<file path="src/rtl/note_source_arbiter_pkg.sv">
// Shared piano definitions: note type, owner encodings, clock-derived timing defaults.
package note_source_arbiter_pkg;

  // System clock frequency the default cycle counts are derived from.
  localparam int unsigned CLK_HZ = 32'd100_000_000;

  // 50 ms of silence between owners, 20 ms of key release filtering.
  localparam int unsigned GAP_CYCLES_DFLT     = CLK_HZ / 32'd20;
  localparam int unsigned RELEASE_CYCLES_DFLT = CLK_HZ / 32'd50;

  // Note index handed to the tone generator.
  typedef logic [3:0] note_t;

  // Channel owner encoding.
  typedef logic [1:0] src_t;
  localparam src_t SRC_NONE = 2'd0;
  localparam src_t SRC_LIVE = 2'd1;
  localparam src_t SRC_SONG = 2'd2;

  // Side a silent gap was heading towards when it started.
  typedef enum logic {
    TGT_LIVE = 1'b0,
    TGT_SONG = 1'b1
  } gap_tgt_t;

  // Saturating 8-bit increment.
  function automatic logic [7:0] sat_inc8(input logic [7:0] v);
    logic [7:0] r;
    if (v == 8'hFF) begin
      r = v;
    end else begin
      r = v + 8'd1;
    end
    return r;
  endfunction

endpackage

</file>
<file path="src/rtl/note_source_arbiter_if.sv">
// Bus between key scanner / song player (master side) and the source arbiter (slave side).
interface note_source_arbiter_if;
  import note_source_arbiter_pkg::*;

  logic       live_valid;
  note_t      live_key;
  logic       song_req;
  logic       song_key_on;
  note_t      song_key;
  logic       pause;

  logic       tone_on;
  note_t      tone_key;
  src_t       src;
  logic       song_hold;
  logic [7:0] preempt_cnt;

  modport master (
    output live_valid, live_key, song_req, song_key_on, song_key, pause,
    input  tone_on, tone_key, src, song_hold, preempt_cnt
  );

  modport slave (
    input  live_valid, live_key, song_req, song_key_on, song_key, pause,
    output tone_on, tone_key, src, song_hold, preempt_cnt
  );

endinterface

</file>
<file path="src/rtl/note_source_arbiter.sv">
// Shares the tone channel between live keys and the song player.
// Live play wins, every owner change passes through a silent gap, and
// live ownership is only dropped after a filtered release period.
module note_source_arbiter
  import note_source_arbiter_pkg::*;
#(
  parameter int unsigned GAP_CYCLES     = GAP_CYCLES_DFLT,
  parameter int unsigned RELEASE_CYCLES = RELEASE_CYCLES_DFLT
) (
  input logic                  clk,
  input logic                  rst,
  note_source_arbiter_if.slave io_bus
);

  localparam int unsigned CNT_MAX = (GAP_CYCLES > RELEASE_CYCLES) ? GAP_CYCLES : RELEASE_CYCLES;
  localparam int unsigned CNT_W   = $clog2(CNT_MAX + 32'd1);

  // Gap ends after GAP_CYCLES silent cycles; release fires on the sample
  // after RELEASE_CYCLES consecutive low samples have been counted.
  localparam logic [CNT_W-1:0] GAP_LAST = CNT_W'(GAP_CYCLES - 32'd1);
  localparam logic [CNT_W-1:0] REL_LAST = CNT_W'(RELEASE_CYCLES);

  typedef enum logic [1:0] {
    ST_IDLE = 2'd0,
    ST_GAP  = 2'd1,
    ST_LIVE = 2'd2,
    ST_SONG = 2'd3
  } state_t;

  state_t           r_state;
  logic [CNT_W-1:0] r_cnt;
  gap_tgt_t         r_gap_tgt;
  logic             r_tone_on;
  note_t            r_tone_key;
  src_t             r_src;
  logic             r_song_hold;
  logic [7:0]       r_preempt_cnt;

  state_t           w_next_state;
  logic [CNT_W-1:0] w_cnt_run;
  logic [CNT_W-1:0] w_cnt_next;
  gap_tgt_t         w_gap_tgt_next;
  logic             w_preempt;
  logic             w_tone_on;
  note_t            w_tone_key;
  src_t             w_src;
  logic             w_song_hold;
  logic             w_unused_gap_tgt;

  // Owner choice from silence: live first, then a requesting song.
  function automatic state_t pick_owner(input logic live, input logic song);
    state_t s;
    if (live) begin
      s = ST_LIVE;
    end else if (song) begin
      s = ST_SONG;
    end else begin
      s = ST_IDLE;
    end
    return s;
  endfunction

  // The gap target is only a record of where the gap was heading; the end
  // of the gap re-reads the live requests so withdrawn requests are dropped.
  assign w_unused_gap_tgt = (r_gap_tgt == TGT_LIVE);

  // Next-state, counter and preemption decisions.
  always_comb begin
    w_next_state   = r_state;
    w_cnt_run      = r_cnt;
    w_gap_tgt_next = r_gap_tgt;
    w_preempt      = 1'b0;
    case (r_state)
      ST_IDLE: begin
        w_next_state = pick_owner(io_bus.live_valid, io_bus.song_req);
      end
      ST_LIVE: begin
        if (io_bus.live_valid) begin
          w_cnt_run = {CNT_W{1'b0}};
        end else if (r_cnt == REL_LAST) begin
          if (io_bus.song_req) begin
            w_next_state   = ST_GAP;
            w_gap_tgt_next = TGT_SONG;
          end else begin
            w_next_state = ST_IDLE;
          end
        end else begin
          w_cnt_run = r_cnt + {{(CNT_W-1){1'b0}}, 1'b1};
        end
      end
      ST_SONG: begin
        if (io_bus.live_valid) begin
          w_next_state   = ST_GAP;
          w_gap_tgt_next = TGT_LIVE;
          w_preempt      = 1'b1;
        end else if (!io_bus.song_req) begin
          w_next_state = ST_IDLE;
        end else begin
          w_next_state = ST_SONG;
        end
      end
      ST_GAP: begin
        if (r_cnt == GAP_LAST) begin
          w_next_state = pick_owner(io_bus.live_valid, io_bus.song_req);
        end else begin
          w_cnt_run = r_cnt + {{(CNT_W-1){1'b0}}, 1'b1};
        end
      end
      default: begin
        w_next_state = ST_IDLE;
      end
    endcase
    if (w_next_state != r_state) begin
      w_cnt_next = {CNT_W{1'b0}};
    end else begin
      w_cnt_next = w_cnt_run;
    end
  end

  // Output values for the state being entered, so they land with it.
  always_comb begin
    w_tone_on   = 1'b0;
    w_tone_key  = r_tone_key;
    w_src       = SRC_NONE;
    w_song_hold = 1'b0;
    case (w_next_state)
      ST_LIVE: begin
        w_tone_on   = io_bus.live_valid;
        w_tone_key  = io_bus.live_key;
        w_src       = SRC_LIVE;
        w_song_hold = io_bus.song_req;
      end
      ST_SONG: begin
        w_tone_on   = io_bus.song_key_on & ~io_bus.pause;
        w_tone_key  = io_bus.song_key;
        w_src       = SRC_SONG;
        w_song_hold = io_bus.pause;
      end
      ST_GAP: begin
        w_song_hold = io_bus.song_req;
      end
      ST_IDLE: begin
        w_song_hold = 1'b0;
      end
      default: begin
        w_song_hold = 1'b0;
      end
    endcase
  end

  // State, shared counter, preemption count and registered outputs.
  always_ff @(posedge clk or posedge rst) begin
    if (rst) begin
      r_state       <= ST_IDLE;
      r_cnt         <= {CNT_W{1'b0}};
      r_gap_tgt     <= TGT_LIVE;
      r_tone_on     <= 1'b0;
      r_tone_key    <= 4'd0;
      r_src         <= SRC_NONE;
      r_song_hold   <= 1'b0;
      r_preempt_cnt <= 8'd0;
    end else begin
      r_state     <= w_next_state;
      r_cnt       <= w_cnt_next;
      r_gap_tgt   <= w_gap_tgt_next;
      r_tone_on   <= w_tone_on;
      r_tone_key  <= w_tone_key;
      r_src       <= w_src;
      r_song_hold <= w_song_hold;
      if (w_preempt) begin
        r_preempt_cnt <= sat_inc8(r_preempt_cnt);
      end else begin
        r_preempt_cnt <= r_preempt_cnt;
      end
    end
  end

  assign io_bus.tone_on     = r_tone_on;
  assign io_bus.tone_key    = r_tone_key;
  assign io_bus.src         = r_src;
  assign io_bus.song_hold   = r_song_hold;
  assign io_bus.preempt_cnt = r_preempt_cnt;

endmodule

</file>
<file path="src/flat_wrapper.sv">
// flat-port wrapper written by rule: the top's interface ports become plain ports
module note_source_arbiter_flat import note_source_arbiter_pkg::*;
#(
  parameter int unsigned GAP_CYCLES     = GAP_CYCLES_DFLT,
  parameter int unsigned RELEASE_CYCLES = RELEASE_CYCLES_DFLT
)
  (clk, rst, io_bus_live_valid, io_bus_live_key, io_bus_song_req, io_bus_song_key_on, io_bus_song_key, io_bus_pause, io_bus_tone_on, io_bus_tone_key, io_bus_src, io_bus_song_hold, io_bus_preempt_cnt);
  note_source_arbiter_if io_bus_i ();
  input logic clk;
  input logic rst;
  input wire logic [$bits(io_bus_i.live_valid)-1:0] io_bus_live_valid;
  input wire logic [$bits(io_bus_i.live_key)-1:0] io_bus_live_key;
  input wire logic [$bits(io_bus_i.song_req)-1:0] io_bus_song_req;
  input wire logic [$bits(io_bus_i.song_key_on)-1:0] io_bus_song_key_on;
  input wire logic [$bits(io_bus_i.song_key)-1:0] io_bus_song_key;
  input wire logic [$bits(io_bus_i.pause)-1:0] io_bus_pause;
  output wire logic [$bits(io_bus_i.tone_on)-1:0] io_bus_tone_on;
  output wire logic [$bits(io_bus_i.tone_key)-1:0] io_bus_tone_key;
  output wire logic [$bits(io_bus_i.src)-1:0] io_bus_src;
  output wire logic [$bits(io_bus_i.song_hold)-1:0] io_bus_song_hold;
  output wire logic [$bits(io_bus_i.preempt_cnt)-1:0] io_bus_preempt_cnt;
  assign io_bus_i.live_valid = io_bus_live_valid;
  assign io_bus_i.live_key = io_bus_live_key;
  assign io_bus_i.song_req = io_bus_song_req;
  assign io_bus_i.song_key_on = io_bus_song_key_on;
  assign io_bus_i.song_key = io_bus_song_key;
  assign io_bus_i.pause = io_bus_pause;
  assign io_bus_tone_on = io_bus_i.tone_on;
  assign io_bus_tone_key = io_bus_i.tone_key;
  assign io_bus_src = io_bus_i.src;
  assign io_bus_song_hold = io_bus_i.song_hold;
  assign io_bus_preempt_cnt = io_bus_i.preempt_cnt;
  note_source_arbiter #(.GAP_CYCLES(GAP_CYCLES), .RELEASE_CYCLES(RELEASE_CYCLES)) u_core (.clk(clk), .rst(rst), .io_bus(io_bus_i));
endmodule
</file>
<file path="config.mk">
export PLATFORM = sky130hd
export DESIGN_NAME = note_source_arbiter_flat
export DESIGN_NICKNAME = d
export VERILOG_FILES = /design/src/rtl/note_source_arbiter_pkg.sv /design/src/rtl/note_source_arbiter_if.sv /design/src/rtl/note_source_arbiter.sv /design/src/flat_wrapper.sv
export SDC_FILE = /design/constraint.sdc
export NUM_CORES = 1
export LEC_CHECK = 0
export BUFFER_PORTS_ARGS = -buffer_cell sky130_fd_sc_hd__buf_4
export CORE_MARGIN = 2
export CORE_UTILIZATION = 30
export DETAILED_ROUTE_END_ITERATION = 7
export MAX_ROUTING_LAYER = met4
export SETUP_SLACK_MARGIN = 0.15
export SYNTH_ARGS = -nofsm -noshare
export SYNTH_HDL_FRONTEND = slang
export SYNTH_SLANG_ARGS = --single-unit
</file>
<file path="constraint.sdc">
create_clock -name clk -period 3.65 [get_ports clk]
set_clock_uncertainty 0.2 [all_clocks]
set_input_delay 0.73 -clock clk [delete_from_list [all_inputs] [get_ports clk]]
set_output_delay 0.73 -clock clk [all_outputs]
set_load 0.02 [all_outputs]
</file>
; ---- Yosys cells after proc, flatten, opt, wreduce, memory -nomap -nowiden
; Index checks and enable logic that the tools add are counted.
[classes]
n_addsub = 2
n_mul = 0
n_div = 0
n_lt_le_gt_ge = 0
n_eq_ne = 12
n_shift = 0
mux = 19
bitwise = 3
reduce_logical = 7
[ops]
columns = op, count
row1 = $mux W23, 4
row2 = $pmux W23 S2, 1
row3 = $add A23 B1 Y23 const B, 1
row4 = $eq A23 B21 Y1 const B, 1
row5 = $eq A23 B23 Y1 const B, 1
row6 = $mux W2, 6
row7 = $add A8 B1 Y8 const B, 1
row8 = $eq A2 B2 Y1 const B, 4
row9 = $eq A8 B8 Y1 const B, 1
row10 = $pmux W2 S4, 1
row11 = $pmux W4 S2, 1
row12 = $eq A2 B1 Y1 const B, 2
row13 = $logic_not A2 Y1, 2
row14 = $ne A4 B4 Y1 const B, 1
row15 = $pmux W2 S2, 1
row16 = $mux W1, 3
row17 = $ne A3 B3 Y1 const B, 1
row18 = $pmux W1 S3, 1
row19 = $reduce_and A3 Y1, 1
row20 = $reduce_bool A3 Y1, 1
row21 = $ne A2 B2 Y1, 1
row22 = $not A1 Y1, 2
row23 = $pmux W1 S2, 1
row24 = $reduce_and A2 Y1, 1
row25 = other kinds (3), 3
[word_totals]
regBits = 41
latchBits = 0
ram_bits = 0
mem_bits_ro = 0
in_bits = 14
output_inout_bits = 16
wordCells = 50
mem_count = 0

; ---- Longest topological paths before layout
; Gate-level depths: netlist of run 1.
[logic_depth]
ltp_word = 7
depth_mapped = 12

; ---- Worst setup path after synthesis of run 1
; OpenSTA, ideal clock, no wires.
[synth_timing]
kind = register to register
from = register u_core.r_cnt[7]
to = register u_core.r_tone_key[0] (netlist: u_core.io_bus.tone_key[0])
setup_time_ns = 0.135
t_arrival_ns = 2.419
t_required_ns = 3.315
setup_slack_ns = 0.896
stages_incl_launch_ff = 10
path_buffers = 1
synth_period_minus_slack_ns = 2.754
path_cell_list = dfrtp_1 or4_1 nor3_1 and3_1 nor2b_1 o31ai_1 ha_1 clkbuf_1 mux2i_1 o21ai_0
[synth_via]
elab_chain_len = 6
[synth_lines]
columns = element, line
row1 = from (decl), note_source_arbiter.sv:31  ; logic [CNT_W-1:0] r_cnt;
row2 = from (signal assigned), note_source_arbiter.sv:155  ; r_cnt <= {CNT_W{1'b0}};
row3 = from (signal assigned), note_source_arbiter.sv:164  ; r_cnt <= w_cnt_next;
row4 = $eq A23 B21 Y1, note_source_arbiter.sv:80  ; end else if (r_cnt == REL_LAST) begin
row5 = $mux W2, note_source_arbiter.sv:80
row6 = $mux W2, note_source_arbiter.sv:78  ; if (io_bus.live_valid) begin
row7 = $pmux W2 S4 *, note_source_arbiter.sv:73  ; case (r_state)
row8 = net u_core.w_next_state[1], note_source_arbiter.sv:39  ; state_t w_next_state;
row9 = $eq A2 B2 Y1, note_source_arbiter.sv:126  ; case (w_next_state)
row10 = $pmux W4 S2 / $reduce_bool A2 Y1 (equally long branches), -
row11 = to (signal assigned), note_source_arbiter.sv:167  ; r_tone_key <= w_tone_key;
row12 = to (decl), note_source_arbiter.sv:34  ; note_t r_tone_key;
; The timed path passes the listed nets; every way through them passes the cells marked *.
; A chain may end at the register's enable or synchronous reset.

; ---- Worst setup path in the final report of run 1
[layout_timing]
from = register u_core.r_cnt[0]
to = register u_core.r_tone_key[3] (netlist: u_core.io_bus.tone_key[3])
; The elaborated chain is that of the path after synthesis.

==> flow_metrics.env, run 1 <==
export IMPL_dpl_hpwl_um=4190
export IMPL_worstPathRequired_ps=3620
export IMPL_clk_pin_slew_ps=90
export IMPL_maxCapViolCount=0
export IMPL_crit_arrival_ps=2920
export IMPL_hold_buffers=0
export IMPL_antenna_found_initial=0
export IMPL_status="complete, no violations"
export IMPL_vias=2209
export IMPL_post_route_min_period_ps=2950
export IMPL_yosys_area_share_xor_xnor_pct=2.50
export IMPL_leakage_nw=1.19
export IMPL_seq_area_um2=1030
export IMPL_dr_pass1_iters=4
export IMPL_yosys_area_top_type_share_pct=41.8
export IMPL_h_tree_depth=2
export IMPL_max_slew_worst_pin_slew_ps=696
export IMPL_cts_buffers_inserted=5
export IMPL_syn_area_um2=2460
export IMPL_clk_path_buf_depth=2
export IMPL_worstSetupPathType="register to register"
export IMPL_setup_viol=0
export IMPL_critPathMaxFanout=7
export IMPL_grt_overflow=0
export IMPL_synth_simple_area_share_pct=27.4
export IMPL_cts_tree="built"
export IMPL_wl_per_cell_um=14.8
export IMPL_diodes=0
export IMPL_clkSinkCount=41
export IMPL_synth_edff_count=0
export IMPL_final_util_pct=35.2
export IMPL_synth_area_per_cell_um2=9.00
export IMPL_place_congestion=0.855
export IMPL_drtAntennaViolNets=0
export IMPL_post_place_cells=396
export IMPL_cts_resized_gates=0
export IMPL_power_density_nw_per_um2=609
export IMPL_die_area_um2=8930
export IMPL_first_iter_violations=167
export IMPL_finalNonFillerCells=404
export IMPL_rows=33
export IMPL_clk_latency_ps=300
export IMPL_synthArstFlopShare_pct=100
export IMPL_synth_commonest_cells="dfrtp_1, nand2_1, o21ai_0"
export IMPL_tns_ps=0
export IMPL_maxSlewViolCount=0
export IMPL_synthAdderAreaFrac_pct=3.06
export IMPL_grt_pass1_vias=2108
export IMPL_relSlewSlack_pct=53.6
export IMPL_postLayoutSetupSlackWorst_ps=703
export IMPL_yosysWarnings=0
export IMPL_fillers=862
export IMPL_die_w_um=94.5
export IMPL_nNetsFinal=318
export IMPL_synth_compound_area_share_pct=19.2
export IMPL_synth_top_family_by_area="simple AND/OR/NAND/NOR gates"
export IMPL_postCtsSetupRepairBufs=0
export IMPL_core_area_um2=8090
export IMPL_grt_max_degree=42
export IMPL_fmax_mhz=339
export IMPL_synth_most_common_cell="dfrtp_1"
export IMPL_synth_flop_cell="dfrtp_1"
export IMPL_critPathLaunchType="register"
export IMPL_dpl_cell_area_um2=2760
export IMPL_root_buffer="clkbuf_8"
export IMPL_initial_core_util_pct=30.3
export IMPL_end_kind="register"
export IMPL_synth_nets=293
export IMPL_grt_pass1_wl_um=10100
export IMPL_syn_inst=273
export IMPL_drt_total_wl_um=5990
export IMPL_yosys_area_top_type="dfrtp_1"
export IMPL_post_place_ws_ps=712
export IMPL_area_growth_pct=15.8
export IMPL_hold_class="register to register"
export IMPL_design_area_um2=2850
export IMPL_multi_input_comb_area_um2=1330
export IMPL_io_buffers=29
export IMPL_drt_vias_per_instance=5.47
export IMPL_post_route_drc_count=0
export IMPL_post_route_period_util_pct=80.7
export IMPL_synthTopCellsByArea="dfrtp_1, o21ai_0, nand2_1, a21oi_1, and3_1"
export IMPL_final_hold_viol_count=0
export IMPL_die_h_um=94.5
export IMPL_drive_gt1_share_pct=16.1
export IMPL_synthDistinctLibCells=50
export IMPL_max_vdd_ir_drop_mv=0.256
export IMPL_ys_ff_latch=41
export IMPL_ys_seq_area_share_pct=41.8
export IMPL_io_pins=30
export IMPL_muxShareOfSynthArea_pct=2.09
export IMPL_grt_total_usage_pct=14.6
export IMPL_rsz0062_at_grt="false"
[routing by layer]
metal | up-vias | GRT usage, % | wire (um) | share of wire (%)
met4 | 0 | 3.50 | 34 | 0.57
met2 | 79 | 23.7 | 2890 | 48
met3 | 6 | 2.71 | 331 | 5.5
li1 | 1059 | - | - | -
met5 | - | - | 0 | 0
met1 | 1065 | 19.0 | 2730 | 46
[cell usage in the layout, fill, tap and decap left out, types with 3 or more instances in the layout]
| cell | netlist | final |
|---|---|---|
| a21oi_1 | 22 | 22 |
| a311oi_1 | 8 | 8 |
| a31oi_1 | 4 | 4 |
| and2_1 | 6 | 6 |
| and3_1 | 12 | 12 |
| and4_1 | 5 | 5 |
| buf_4 | 1 | 33 |
| clkbuf_8 | 0 | 5 |
| dfrtp_1 | 41 | 41 |
| ha_1 | 6 | 6 |
| inv_1 | 5 | 5 |
| mux2i_1 | 4 | 4 |
| nand2_1 | 30 | 30 |
| nand3_1 | 10 | 10 |
| nand3b_1 | 5 | 5 |
| nand4_1 | 6 | 6 |
| nor2_1 | 18 | 18 |
| nor2b_1 | 3 | 3 |
| nor3_1 | 4 | 4 |
| nor4b_1 | 4 | 4 |
| o21ai_0 | 24 | 24 |
| or4_1 | 3 | 3 |
| xnor2_1 | 5 | 5 |
[through the flow]
step,power (mW),hold WS (ps)
after floorplan,1.19,294
after detailed placement,1.43,309
after global routing,1.85,333
after global placement,1.42,300
after CTS,1.75,321
final,1.73,303
[state kept, by name, summed over array words and instances (netlist names)]
signal / count
u_core.r_cnt: 23
u_core.io_bus.preempt_cnt: 8
u_core.io_bus.tone_key: 4
u_core.io_bus.src: 2
u_core.r_state: 2
u_core.io_bus.song_hold: 1
u_core.io_bus.tone_on: 1
[cell families after synthesis]
group / Yosys count
adders and majority gates: 6
AOI/OAI and AO/OA: 74
DFF: 41
muxes: 5
buffers and inverters: 20
xor gates and xnor gates: 7
and+or+nand+nor: 120
[report_power, final]
| group | internal [mW] | leakage [nW] | switching, mW |
|---|---|---|---|
| logic | 0.305 | 0.596 | 0.484 |
| registers | 0.541 | 0.549 | 0.0910 |
| clock network | 0.136 | 0.0445 | 0.175 |
| total | 0.981 | 1.19 | 0.751 |
[layout make-up]
class                      instances  area share [%]
multi-input combinational        212            46.8
sequential                        41            36.1
timing repair buffer              33            8.71
tap                              105            4.62
clock buffer                       5            2.42
clock inverter                     3           0.748
inverter                           5           0.660
[worst max-delay path, cell delays in order (launching register included)]
cell and delay (ps):
dfrtp_1 440, ha_1 250, and3_1 260, and3_1 290, and3_1 210, nor2b_1 60, o31ai_1 400, ha_1 400
mux2i_1 210, o21ai_0 90
[worst paths after layout]
path | startpoint | endpoint | slack (ps) | cells after the start
max in group asynchronous | rst | u_core.r_cnt[11]$_DFFE_PP0P_ | 2530 | 3
hold reg to reg | u_core.io_bus.preempt_cnt[6]$_DFFE_PP0P_ | u_core.io_bus.preempt_cnt[6]$_DFFE_PP0P_ | 300 | 1
hold / removal | u_core.io_bus.preempt_cnt[6]$_DFFE_PP0P_ | u_core.io_bus.preempt_cnt[6]$_DFFE_PP0P_ | 300 | 1
setup reg to reg | u_core.r_cnt[0]$_DFFE_PP0P_ | u_core.io_bus.tone_key[3]$_DFFE_PP0P_ | 700 | 9
min in group asynchronous | rst | u_core.io_bus.preempt_cnt[2]$_DFFE_PP0P_ | 360 | 3
setup / recovery | u_core.r_cnt[0]$_DFFE_PP0P_ | u_core.io_bus.tone_key[3]$_DFFE_PP0P_ | 700 | 9
Power figures use the tool's default switching activity.
==> run 2: changes to the inputs <==
ABC_AREA = 1   (was unset)
clock period = 2.68 ns   (was 3.65 ns; I/O delays follow)
==> run 2 against run 1 <==
Wire length up 10%. Setup slack worse by 380 ps. Critical path depth is 4 higher. Final cell count up 31%. Synthesized cell count up 41%. Sequential power up 33%. Area after synthesis increased by 13%. Critical path type unchanged.
==> flow_metrics.env, run 2 <==
export IMPL_synthArstFlopShare_pct=100
export IMPL_drtAntennaViolNets=0
export IMPL_yosys_area_top_type="dfrtp_1"
export IMPL_yosysWarnings=0
export IMPL_vias=2475
export IMPL_synth_nets=406
export IMPL_design_area_um2=3230
export IMPL_die_h_um=100
export IMPL_cts_buffers_inserted=5
export IMPL_die_area_um2=10000
export IMPL_synth_flop_cell="dfrtp_1"
export IMPL_die_w_um=100
export IMPL_largest_register="u_core.r_cnt"
export IMPL_post_route_min_period_ps=2350
export IMPL_yosys_area_top_type_share_pct=37.0
export IMPL_grt_max_degree=42
export IMPL_cts_tree="built"
export IMPL_h_tree_depth=2
export IMPL_final_cell_mix="nand2_1, nor2_1, dfrtp_1"
export IMPL_antenna_found_initial=0
export IMPL_syn_area_um2=2770
export IMPL_power_density_nw_per_um2=780
export IMPL_crit_arrival_ps=2350
export IMPL_ys_seq_area_share_pct=37.0
export IMPL_final_util_pct=35.5
export IMPL_place_congestion=0.952
export IMPL_io_buffers=29
export IMPL_io_pins=30
export IMPL_grt_pass1_vias=2507
export IMPL_diodes=0
export IMPL_final_hold_viol_count=0
export IMPL_synth_commonest_cells="nand2_1, nor2_1, dfrtp_1"
export IMPL_hold_class="input pin to async pin"
export IMPL_relSlewSlack_pct=65.0
export IMPL_rows=35
export IMPL_syn_inst=386
export IMPL_grt_total_usage_pct=14.8
export IMPL_synth_edff_count=0
export IMPL_ys_ff_latch=41
export IMPL_synthDistinctLibCells=28
export IMPL_nNetsFinal=439
export IMPL_post_route_drc_count=0
export IMPL_finalNonFillerCells=531
export IMPL_synthTopCellsByArea="dfrtp_1, nand2_1, nor2_1, a21oi_2, nand3_1"
export IMPL_max_slew_worst_pin_slew_ps=525
export IMPL_wl_per_cell_um=12.4
export IMPL_post_route_period_util_pct=87.8
export IMPL_critical_path_max_stage_delay_ps=460
export IMPL_root_buffer="clkbuf_8"
export IMPL_setup_viol=0
export IMPL_drt_vias_per_instance=4.66
export IMPL_maxCapViolCount=0
export IMPL_clk_path_buf_depth=2
export IMPL_worstPathRequired_ps=2670
export IMPL_maxSlewViolCount=0
export IMPL_tns_ps=0
export IMPL_worstSetupPathType="register to register"
export IMPL_post_place_cells=520
export IMPL_cpMaxStageDelayCell="dfrtp_2"
export IMPL_synth_area_per_cell_um2=7.18
export IMPL_first_iter_violations=124
export IMPL_area_growth_pct=16.7
export IMPL_cp_cell_sequence="inv_1 -> ha_1 -> inv_1 -> nor2_1 -> nand2_1 -> nor2_1 -> nand3_2 -> nor2_1 -> nor2_1 -> a22oi_2 -> inv_1 -> ha_2 -> a22o_1"
export IMPL_dpl_hpwl_um=4740
export IMPL_grt_overflow=0
export IMPL_rsz0062_at_grt="false"
export IMPL_final_common_cell="nand2_1"
export IMPL_core_area_um2=9110
export IMPL_clk_pin_slew_ps=90
export IMPL_grt_pass1_wl_um=11700
export IMPL_max_vdd_ir_drop_mv=0.535
export IMPL_critPathLaunchType="register"
export IMPL_clkSinkCount=41
export IMPL_dpl_cell_area_um2=3070
export IMPL_leakage_nw=1.37
export IMPL_path_common_cell="nor2_1"
export IMPL_critPathMaxFanout=8
export IMPL_initial_core_util_pct=30.4
export IMPL_drt_total_wl_um=6600
export IMPL_synth_most_common_cell="nand2_1"
export IMPL_clk_latency_ps=300
export IMPL_end_kind="register"
export IMPL_drive_gt1_share_pct=19.8
export IMPL_dr_pass1_iters=4
export IMPL_largest_reg_flops=23
export IMPL_hold_slack_ps=160
export IMPL_hold_buffers=0
export IMPL_status="complete, no violations"
export IMPL_fmax_mhz=425
==> run 2: timing repair <==
action | 4_1_cts | 5_1_grt
setup buffers | 0 | 3
setup endpoints to repair | 1 | 6
resized for setup | 1 | 9
pin swaps | 0 | 3
==> run 2: cell families after synthesis <==
logic type / count (synthesis) / synth area share (%)
mux: 2 / 0.813
compound gates: 29 / 8.44
xor+xnor: 18 / 5.69
buf+inv: 41 / 7.40
simple gates: 249 / 37.9
fa+ha+maj: 6 / 2.71
flops: 41 / 37.0
==> run 2: worst paths after layout <==
kind / startpoint / end / slack, ps / depth (start not counted)
worst max-delay path: u_core.r_cnt[0]$_DFFE_PP0P_ / u_core.io_bus.tone_on$_DFF_PP0_ / 330 / 13
worst min-delay path: rst / u_core.io_bus.src[0]$_DFF_PP0_ / 160 / 3
worst max register to register: u_core.r_cnt[0]$_DFFE_PP0P_ / u_core.io_bus.tone_on$_DFF_PP0_ / 330 / 13
worst min register to register: u_core.io_bus.tone_key[2]$_DFFE_PP0P_ / u_core.io_bus.tone_key[2]$_DFFE_PP0P_ / 300 / 2
max in group asynchronous: rst / u_core.r_cnt[0]$_DFFE_PP0P_ / 1720 / 3
min in group clk: io_bus_song_key[0] / u_core.io_bus.tone_key[0]$_DFFE_PP0P_ / 250 / 3
==> run 2: metal layers <==
metal	share of wire (%)	wire length (um)	global-route usage, %	vias to the layer above
li1	-	-	-	1281
met3	5.2	340	2.30	9
met5	0	0	-	-
met4	1.6	105	4.21	0
met1	48	3180	19.8	1128
met2	45	2970	23.4	57
==> run 2: cell type report <==
class / instances / area [um^2]
Tap cell: 111 / 139
Sequential cell: 41 / 1030
Fill cell: 964 / 5880
Timing Repair Buffer: 35 / 263
Inverter: 32 / 121
Clock inverter: 2 / 38.8
Clock buffer: 6 / 72.6
Multi-Input combinational cell: 304 / 1570
==> run 2: worst max-delay path: cells and delay by family, from the launching register on <==
family / cells / cell delay, ps
adders and majority gates: 2 / 380
DFF: 1 / 460
and+or+nand+nor: 6 / 580
buffers and inverters: 3 / 230
AOI/OAI and AO/OA: 2 / 410
==> run 2: power breakdown <==
group	leakage (nW)	switching, mW	internal (mW)
combinational	0.769	0.783	0.384
clock	0.0554	0.231	0.280
sequential	0.549	0.110	0.733
==> run 2: metrics by stage <==
stage	total power [mW]	setup slack [ps]
after CTS	2.47	155
after global placement	1.94	191
after floorplan	1.74	447
after global routing	2.71	109
final	2.52	326
after detailed placement	1.95	134
